[src/rtl/define.v]
// Shared operand-size and iterative-unit state macros used by the adder and subtractor.
`ifndef DEFINE_V
`define DEFINE_V

`define INPUTSIZE 32
`define GROUPSIZE 4

// Common state encodings for iterative units
`define SUB_IDLE 2'd0
`define SUB_CALC 2'd1
`define SUB_DONE 2'd2

`endif

[src/rtl/group_serial_sub_pkg.sv]
// Types and helpers for the group-serial subtractor (optional compare flags: GROUP_SERIAL_SUB_CMP_EN).
`include "define.v"

package group_serial_sub_pkg;

    typedef enum logic [1:0] {
        SUB_ST_IDLE = `SUB_IDLE,
        SUB_ST_CALC = `SUB_CALC,
        SUB_ST_DONE = `SUB_DONE
    } sub_state_e;

    // Slice counter width; a single-slice build still needs one bit.
    function automatic int cnt_width(input int n);
        return (n > 1) ? $clog2(n) : 1;
    endfunction

endpackage

[src/rtl/group_serial_sub_slice.sv]
// Combinational GROUP-bit borrow-ripple subtract slice: {bo, d} = a - b - bin.
module group_sub #(
    parameter int GROUP = 4
) (
    input  logic [GROUP-1:0] a,
    input  logic [GROUP-1:0] b,
    input  logic             bin,
    output logic [GROUP-1:0] d,
    output logic             bo
);

    logic [GROUP:0] br;

    always_comb begin
        br    = '0;
        d     = '0;
        br[0] = bin;
        for (int i = 0; i < GROUP; i++) begin
            d[i]    = a[i] ^ b[i] ^ br[i];
            br[i+1] = (~a[i] & b[i]) | (~(a[i] ^ b[i]) & br[i]);
        end
    end

    assign bo = br[GROUP];

endmodule

[src/rtl/group_serial_sub.sv]
// Group-serial subtractor: a - b - bin, one GROUP-bit slice per cycle behind valid/ready.
// Define GROUP_SERIAL_SUB_CMP_EN to add the lt/ltu/eq compare outputs.
`include "define.v"

module group_serial_sub
    import group_serial_sub_pkg::*;
#(
    parameter int WIDTH = `INPUTSIZE,
    parameter int GROUP = `GROUPSIZE
) (
    input  logic             clk,
    input  logic             rst,
    input  logic             in_valid,
    output logic             in_ready,
    input  logic [WIDTH-1:0] a,
    input  logic [WIDTH-1:0] b,
    input  logic             bin,
    output logic             out_valid,
    input  logic             out_ready,
    output logic [WIDTH-1:0] diff,
    output logic             borrow_out,
    output logic             overflow
`ifdef GROUP_SERIAL_SUB_CMP_EN
    ,
    output logic             lt,
    output logic             ltu,
    output logic             eq
`endif
);

    localparam int N  = WIDTH / GROUP;
    localparam int CW = cnt_width(N);
    localparam logic [CW-1:0] LAST = CW'(N - 1);

    generate
        if (WIDTH % GROUP != 0) begin : g_bad_group
            $error("group_serial_sub: WIDTH must be a multiple of GROUP");
        end
    endgenerate

    sub_state_e       state;
    logic [CW-1:0]    cnt;
    logic [WIDTH-1:0] a_q;
    logic [WIDTH-1:0] b_q;
    logic             borrow_q;
    logic [GROUP-1:0] a_s;
    logic [GROUP-1:0] b_s;
    logic [GROUP-1:0] d_s;
    logic             bo_s;
    logic             ovf_next;

    assign in_ready = (state == SUB_ST_IDLE) && !rst;

    // One slice instance, fed by the counter-selected operand slices
    assign a_s = a_q[int'(cnt)*GROUP +: GROUP];
    assign b_s = b_q[int'(cnt)*GROUP +: GROUP];

    group_sub #(
        .GROUP (GROUP)
    ) u_slice (
        .a   (a_s),
        .b   (b_s),
        .bin (borrow_q),
        .d   (d_s),
        .bo  (bo_s)
    );

    // On the last slice d_s carries the result MSB, so overflow is ready at the DONE transition
    assign ovf_next = (a_q[WIDTH-1] ^ b_q[WIDTH-1]) & (d_s[GROUP-1] ^ a_q[WIDTH-1]);

`ifdef GROUP_SERIAL_SUB_CMP_EN
    logic eq_acc;
`endif

    always_ff @(posedge clk) begin
        if (rst) begin
            state      <= SUB_ST_IDLE;
            cnt        <= '0;
            borrow_q   <= 1'b0;
            out_valid  <= 1'b0;
            diff       <= '0;
            borrow_out <= 1'b0;
            overflow   <= 1'b0;
`ifdef GROUP_SERIAL_SUB_CMP_EN
            eq_acc     <= 1'b0;
            lt         <= 1'b0;
            ltu        <= 1'b0;
            eq         <= 1'b0;
`endif
        end else begin
            case (state)
                SUB_ST_IDLE: begin
                    if (in_valid) begin
                        a_q      <= a;
                        b_q      <= b;
                        borrow_q <= bin;
                        cnt      <= '0;
`ifdef GROUP_SERIAL_SUB_CMP_EN
                        eq_acc   <= 1'b1;
`endif
                        state    <= SUB_ST_CALC;
                    end
                end
                SUB_ST_CALC: begin
                    diff[int'(cnt)*GROUP +: GROUP] <= d_s;
                    borrow_q <= bo_s;
`ifdef GROUP_SERIAL_SUB_CMP_EN
                    eq_acc   <= eq_acc & (d_s == '0);
`endif
                    if (cnt == LAST) begin
                        state      <= SUB_ST_DONE;
                        out_valid  <= 1'b1;
                        borrow_out <= bo_s;
                        overflow   <= ovf_next;
`ifdef GROUP_SERIAL_SUB_CMP_EN
                        ltu        <= bo_s;
                        lt         <= d_s[GROUP-1] ^ ovf_next;
                        eq         <= eq_acc & (d_s == '0);
`endif
                    end else begin
                        cnt <= cnt + 1'b1;
                    end
                end
                SUB_ST_DONE: begin
                    if (out_ready) begin
                        out_valid <= 1'b0;
                        state     <= SUB_ST_IDLE;
                    end
                end
                default: begin
                    state     <= SUB_ST_IDLE;
                    out_valid <= 1'b0;
                end
            endcase
        end
    end

endmodule

[config.mk]
export PLATFORM = sky130hd
export DESIGN_NAME = group_serial_sub
export DESIGN_NICKNAME = d
export VERILOG_FILES = /design/src/rtl/group_serial_sub_pkg.sv /design/src/rtl/group_serial_sub_slice.sv /design/src/rtl/group_serial_sub.sv
export VERILOG_INCLUDE_DIRS = /design/src /design/src/rtl
export SDC_FILE = /design/constraint.sdc
export NUM_CORES = 1
export LEC_CHECK = 0
export CAP_MARGIN = 20
export CELL_PAD_IN_SITES_DETAIL_PLACEMENT = 0
export CELL_PAD_IN_SITES_GLOBAL_PLACEMENT = 1
export CORE_MARGIN = 1
export CORE_UTILIZATION = 36
export CTS_CLUSTER_DIAMETER = 150
export DETAILED_ROUTE_END_ITERATION = 10
export PLACE_DENSITY_LB_ADDON = 0.1
export SYNTH_ARGS = -nofsm -noshare
export SYNTH_HDL_FRONTEND = slang
export SYNTH_HIERARCHICAL = 1
export SYNTH_SLANG_ARGS = --single-unit
[constraint.sdc]
create_clock -name clk -period 3.6 [get_ports clk]
set_input_delay 0.54 -clock clk [delete_from_list [all_inputs] [get_ports clk]]
set_output_delay 0.54 -clock clk [all_outputs]
set_load 0.05 [all_outputs]
# ---- Word-level counts from Yosys, hierarchy flattened
# Cells that the tools add are included.
dict set report classes {
  n_addsub 2
  eq_ne 7
  n_shift 4
  n_mux 13
  n_bitwise 33
  n_reduce_logical 10
}
# operator count
set op_table {}
lappend op_table {{indexed part select 32 x 6 -> 4 bit} 2}
lappend op_table {{negator 5 -> 33 bit} 1}
lappend op_table {{variable shift 4 x 33 -> 32 bit, first input constant} 1}
lappend op_table {{indexed part select 4 x 33 -> 32 bit} 1}
lappend op_table {{bitwise mux 32 bit} 1}
lappend op_table {{AND reduction 3 bit} 4}
lappend op_table {{inverter 1 bit} 10}
lappend op_table {{bitwise XOR 1 bit} 10}
lappend op_table {{AND 1 bit} 9}
lappend op_table {{!= test 2 bit, second input constant} 4}
lappend op_table {{2-to-1 mux 2 bit} 3}
lappend op_table {{2-to-1 mux 3 bit} 2}
lappend op_table {{case mux 2 bit (3 select lines)} 1}
lappend op_table {{case mux 3 bit (2 select lines)} 1}
lappend op_table {{OR 1 bit} 4}
lappend op_table {{AND reduction 2 bit} 2}
lappend op_table {{adder 3 x 1 -> 3 bit, second input constant} 1}
lappend op_table {{equality test 3 bit, second input constant} 1}
lappend op_table {{2-to-1 mux 1 bit} 3}
lappend op_table {{case mux 1 bit (3 select lines)} 1}
lappend op_table {{equality test 2 x 1 -> 1 bit, second input constant} 1}
lappend op_table {{equality test 2 bit, second input constant} 1}
lappend op_table {{zero test 2 bit} 1}
lappend op_table {{case mux 1 bit (2 select lines)} 1}
lappend op_table {{other kinds (3)} 3}
dict set report word_totals {
  register_bits 105
  input_bits 69
  out_inout_bits 36
  elab_cells 78
}

# ---- Depth between registers and ports, before layout
dict set report depth {
  ltp_word 12
  ltp_mapped 16
  depth_no_buf 14
}

# ---- Hierarchy
# Netlist, hierarchy kept.
# module n_inst cells_each area_per_inst_um2 seq_area_each_um2
set modules_own_cells {}
lappend modules_own_cells {group_serial_sub 1 305 4350.4 2742.6}
lappend modules_own_cells {group_sub 1 14 117.6 0.0}

# ---- Worst setup path after synthesis
# OpenSTA, ideal clock, no wires.
dict set report synth_timing {
  path_type {input port to flip-flop}
  startpoint {input rst}
  endpoint {register a_q[0] (enable)}
  setup_ns 0.428
  t_arrival_ns 3.652
  setup_slack_ns -0.480
  cell_stages 4
  path_buffers 2
  path_cell_list {clkbuf_1 -> clkbuf_1 -> nor3_1 -> and2_1}
}
dict set report synth_between {
  elab_chain_len 2
}
# item line_no
set synth_rtl {}
lappend synth_rtl {{start: declaration} group_serial_sub.sv:12} ;# input logic rst,
lappend synth_rtl {{inverter 1 bit (no source line)} n/a}
lappend synth_rtl {{AND reduction 3 bit (no source line)} n/a}
lappend synth_rtl {{end signal: assignment} group_serial_sub.sv:94} ;# a_q <= a;
lappend synth_rtl {{end: declaration} group_serial_sub.sv:43} ;# logic [WIDTH-1:0] a_q;
# No other way between the ends.
# A chain may end at the register's enable or synchronous reset.

# ---- Worst setup path in the final report
dict set report layout_timing {
  startpoint {register cnt[1]}
  endpoint {register overflow}
}
dict set report layout_between {
  elab_chain_len 12
  elab_cells_between_ends 26
  classes_between {eq/ne (1); shift (2); bitwise (22); reduce/logical (1)}
}
# item line_no
set layout_rtl {}
lappend layout_rtl {{start: declaration} group_serial_sub.sv:42} ;# logic [CW-1:0] cnt;
lappend layout_rtl {{start signal: assignment} group_serial_sub.sv:121} ;# cnt <= cnt + 1'b1;
lappend layout_rtl {{indexed part select 32 x 6 -> 4 bit *} group_serial_sub.sv:56} ;# assign b_s = b_q[int'(cnt)*GROUP +: GROUP];
lappend layout_rtl {{via b_s[0]} group_serial_sub.sv:47} ;# logic [GROUP-1:0] b_s;
lappend layout_rtl {{bitwise XOR 1 bit} group_serial_sub_slice.sv:20} ;# br[i+1] = (~a[i] & b[i]) | (~(a[i] ^ b[i]) & br[i]);
lappend layout_rtl {{inverter 1 bit} group_serial_sub_slice.sv:20}
lappend layout_rtl {{AND 1 bit} group_serial_sub_slice.sv:20}
lappend layout_rtl {{OR 1 bit *} group_serial_sub_slice.sv:20}
lappend layout_rtl {{AND 1 bit *} group_serial_sub_slice.sv:20}
lappend layout_rtl {{OR 1 bit *} group_serial_sub_slice.sv:20}
lappend layout_rtl {{AND 1 bit *} group_serial_sub_slice.sv:20}
lappend layout_rtl {{OR 1 bit *} group_serial_sub_slice.sv:20}
lappend layout_rtl {{bitwise XOR 1 bit *} group_serial_sub_slice.sv:19} ;# d[i] = a[i] ^ b[i] ^ br[i];
lappend layout_rtl {{via d_s[3]} group_serial_sub.sv:48} ;# logic [GROUP-1:0] d_s;
lappend layout_rtl {{bitwise XOR 1 bit *} group_serial_sub.sv:69} ;# assign ovf_next = (a_q[WIDTH-1] ^ b_q[WIDTH-1]) & (d_s[GROUP-1] ^ a_q[WIDTH-1]);
lappend layout_rtl {{AND 1 bit *} group_serial_sub.sv:69}
lappend layout_rtl {{end signal: assignment} group_serial_sub.sv:114} ;# overflow <= ovf_next;
lappend layout_rtl {{end: declaration} group_serial_sub.sv:22} ;# output logic overflow
# The timed path passes the listed nets; every way through them passes the cells marked *.

==> impl_metrics.env <==
export IMPL_synth_net_count=397
export IMPL_synth_top_cells_by_area="sky130_fd_sc_hd__edfxtp_1 (43%), sky130_fd_sc_hd__dfxtp_1 (18%), sky130_fd_sc_hd__mux4_2 (8.1%)"
export IMPL_critical_path_arrival_ns=3.51
export IMPL_yosys_area_top_type_share=0.4301
export IMPL_timing_max_transition_violations_final=0
export IMPL_final_wtd_congestion=0.7315
export IMPL_timing_max_slew_rel_slack=0.6192
export IMPL_grt_antenna_before_repair=0
export IMPL_tightest_slew_ns=0.5713
export IMPL_worst_skew_pair_later_pin_latency_ns=0.34
export IMPL_clock_power_share=0.364
export IMPL_p_leak_nw=2.202
export IMPL_routed_wire_length_per_instance_um=15.03
export IMPL_synth_compound_area_share=0.02100
export IMPL_hold_class="register to register"
export IMPL_standard_cell_core_area_um2=12060
export IMPL_fin_crit_sh=0.9167
export IMPL_synth_ff_type="sky130_fd_sc_hd__edfxtp_1"
export IMPL_worst_ep_required_time_ns=3.81
export IMPL_timing_critical_path_from_type="register"
export IMPL_simple_gate_portion_of_the_synthesized_area=0.1434
export IMPL_drt_first_pass_iters=4
export IMPL_via_count_of_the_first_global_routing_pass=2862
export IMPL_hold_violations=0
export IMPL_vias=2776
export IMPL_fmax_mhz=303.0
export IMPL_filler_cell_count=1062
export IMPL_power_share_combinational=0.116
export IMPL_cts_path_max_buffers=2
export IMPL_detail_route_wirelength_met1_um=4075
export IMPL_crit_path_max_fanout=7
export IMPL_congestion_overflow_gr=0
export IMPL_met2WireLength_um=4433
export IMPL_status="finished clean"
export IMPL_synth_common_cells="sky130_fd_sc_hd__edfxtp_1 (64), sky130_fd_sc_hd__dfxtp_1 (41), sky130_fd_sc_hd__nand2b_1 (40)"
export IMPL_asyncSetResetFlopFracSynth=0
export IMPL_hold_slack_ns=0.4606
export IMPL_pin_count=105
export IMPL_grt_pass1_wl_um=14530
export IMPL_netlist_instances=319
export IMPL_synthXorXnorAreaFrac=0
export IMPL_wl_met3_um=410
export IMPL_yosysWarningCount=6
export IMPL_crit_type="register to register"
export IMPL_dp_hpwl_um=6686
export IMPL_drtIter0Drc=106
export IMPL_synth_edff_count=64
export IMPL_drv_max_cap_violation_count=0
export IMPL_grt_max_degree=55
export IMPL_clock_pin_slew_on_the_worst_setup_and_hold_paths_ns=0.07
export IMPL_die_y_um=113.4
export IMPL_clock_skew_final_ns=0.007121
export IMPL_synth_yosys_seq_area_share=0.6138
export IMPL_fp_dieArea_um2=12860
export IMPL_combinational_family_with_the_most_area_after_synthesis="multiplexers"
export IMPL_yosys_mux_area_fraction=0.1568
export IMPL_synth_largest_area_cell="sky130_fd_sc_hd__edfxtp_1"
export IMPL_drive_gt1_frac=0.1181
export IMPL_rsz0062_at_grt="no"
export IMPL_routed_via_density=4.627
export IMPL_power_switching_mw=0.6166
export IMPL_yosysUniqueCellTypes=35
export IMPL_core_rowCount=40
export IMPL_grtUsageTotal=0.1500
export IMPL_max_rail_drop_vdd_mv=0.2622
export IMPL_clock_root_buffer="sky130_fd_sc_hd__clkbuf_16"
export IMPL_finalSetupTns_ns=0
export IMPL_synth_area_um2=4468
export IMPL_synth_seq_cells=105
export IMPL_post_route_drc_count=0
export IMPL_setup_violations_final=0
export IMPL_relative_contribution_of_sequential_cells_to_total_power=0.520
export IMPL_antennaDiodeCount=0
export IMPL_cts_tree="yes"
export IMPL_postSynthAreaPerCell_um2=14.01
export IMPL_power_density_nw_per_um2=427.1
export IMPL_synth_most_common_cell="sky130_fd_sc_hd__edfxtp_1"
export IMPL_numPortBuffers=104
export IMPL_cts_inserted_buffers=9
export IMPL_cts_max_level=3
export IMPL_post_cts_repair_setup_buffers=0
export IMPL_dr_max_layer_used="met4"
export IMPL_final_nets=505
export IMPL_area_delta_synth_final_pct=34.70
export IMPL_numClockSinks=105
export IMPL_routed_wl_um=9017
export IMPL_final_min_clock_period_ns=3.300
export IMPL_drt_antenna_violating_nets=0
export IMPL_arithmetic_cell_share_of_the_synthesized_area_counting_full_adders_half_adders_and_majority_gates=0.03192
export IMPL_critical_path_capture_point_type="register"
export IMPL_floorplan_initialDensity=0.3704
export IMPL_floorplan_die_width_um=113.4
export IMPL_switching_share=0.2398
export IMPL_power_internal_mw=1.954
## critical path, stage by stage, from the launching register on
cell and delay [ns]:
sky130_fd_sc_hd__dfxtp_2 0.45, sky130_fd_sc_hd__mux4_2 0.52, sky130_fd_sc_hd__nand2_1 0.08, sky130_fd_sc_hd__nand2_1 0.06, sky130_fd_sc_hd__inv_1 0.07, sky130_fd_sc_hd__fa_1 0.16, sky130_fd_sc_hd__inv_1 0.04, sky130_fd_sc_hd__fa_1 0.37
sky130_fd_sc_hd__fa_1 0.39, sky130_fd_sc_hd__inv_1 0.08, sky130_fd_sc_hd__fa_1 0.47, sky130_fd_sc_hd__and3b_1 0.21, sky130_fd_sc_hd__a211oi_1 0.20, sky130_fd_sc_hd__nor3_1 0.07
## cells in the final DEF (no fill, tap or decap), types with 2 or more instances in the layout
cell                                n
sky130_fd_sc_hd__clkdlybuf4s50_1  103
sky130_fd_sc_hd__edfxtp_1          64
sky130_fd_sc_hd__nand2b_1          40
sky130_fd_sc_hd__dfxtp_1           40
sky130_fd_sc_hd__nand2_1           35
sky130_fd_sc_hd__mux2i_1           34
sky130_fd_sc_hd__mux4_2            16
sky130_fd_sc_hd__inv_1             15
sky130_fd_sc_hd__clkbuf_16          9
sky130_fd_sc_hd__buf_4              9
sky130_fd_sc_hd__nor2_1             7
sky130_fd_sc_hd__a21oi_1            6
sky130_fd_sc_hd__nand3b_1           5
sky130_fd_sc_hd__ha_1               5
sky130_fd_sc_hd__or4b_1             4
sky130_fd_sc_hd__fa_1               4
sky130_fd_sc_hd__nor3_1             3
sky130_fd_sc_hd__nor4b_2            3
sky130_fd_sc_hd__inv_6              3
sky130_fd_sc_hd__nor2b_1            2
sky130_fd_sc_hd__nand3_1            2
sky130_fd_sc_hd__a211oi_1           2
sky130_fd_sc_hd__clkinvlp_4         2
sky130_fd_sc_hd__buf_12             2
## routing by layer
layer	up-vias	track usage
met2	81	0.2474
met5	-	0
met3	7	0.03666
met1	1329	0.1943
met4	0	0.05000
li1	1359	-
## state kept, by name, summed over array words and instances, names as in the netlist
name        count
diff           32
cnt             3
out_valid       1
borrow_q        1
state           2
b_q            32
overflow        1
a_q            32
borrow_out      1
## layout make-up
cell class	count	area [um^2]	share of cell area
inverter	16	60.06	0.009979
sequential	105	2744	0.4559
multi-input combinational	181	1579	0.2624
clock buffer	9	225.2	0.03742
timing repair buffer	114	1139	0.1892
clock inverter	7	61.31	0.01019
tap	168	210.2	0.03493
## kinds of logic after synthesis
kind of cell    count (synthesis)
fa+ha+maj                       9
buf+inv                        33
mux                            50
flops                         105
compound gates                 13
simple gates                  109
## power by group through the flow
| stage | Clock [mW] | Sequential, mW | Combinational, mW |
|---|---|---|---|
| finish | 0.935 | 1.34 | 0.297 |
| detailed placement | 0 | 1.37 | 0.303 |
| CTS | 0.968 | 1.34 | 0.304 |
| global placement | 0 | 1.37 | 0.300 |
| global route | 1.02 | 1.34 | 0.327 |
| floorplan | 0 | 1.37 | 0.144 |
## per-stage QoR
stage          std cells  instance area (um^2)  worst slack, ns  power [mW]    util
5_1_grt              600                  6018          0.06957       2.691  0.4990
2_1_floorplan        319                  4469           0.1629       1.517       -
3_3_place_gp         584                  5731           0.1707       1.667  0.4751
3_5_place_dp         584                  5731           0.1308       1.670  0.4751
6_report             600                  6018           0.2998       2.571  0.4990
4_1_cts              600                  6017          0.09492       2.611  0.4989
## path summary, 6_finish.rpt
kind | start | to | slack [ns] | cells after the start
worst max-delay path | cnt[1] | overflow | 0.30 | 13
worst min-delay path | borrow_out | borrow_out | 0.46 | 2
worst max register to register | cnt[1] | overflow | 0.30 | 13
worst min register to register | borrow_out | borrow_out | 0.46 | 2
## timing repair
action | CTS | global route
hold buffers | 0 | 0
endpoints found under the setup margin | 0 | 4
gates resized for setup | 0 | 1
No activity file was read; power rests on OpenSTA's default activity.
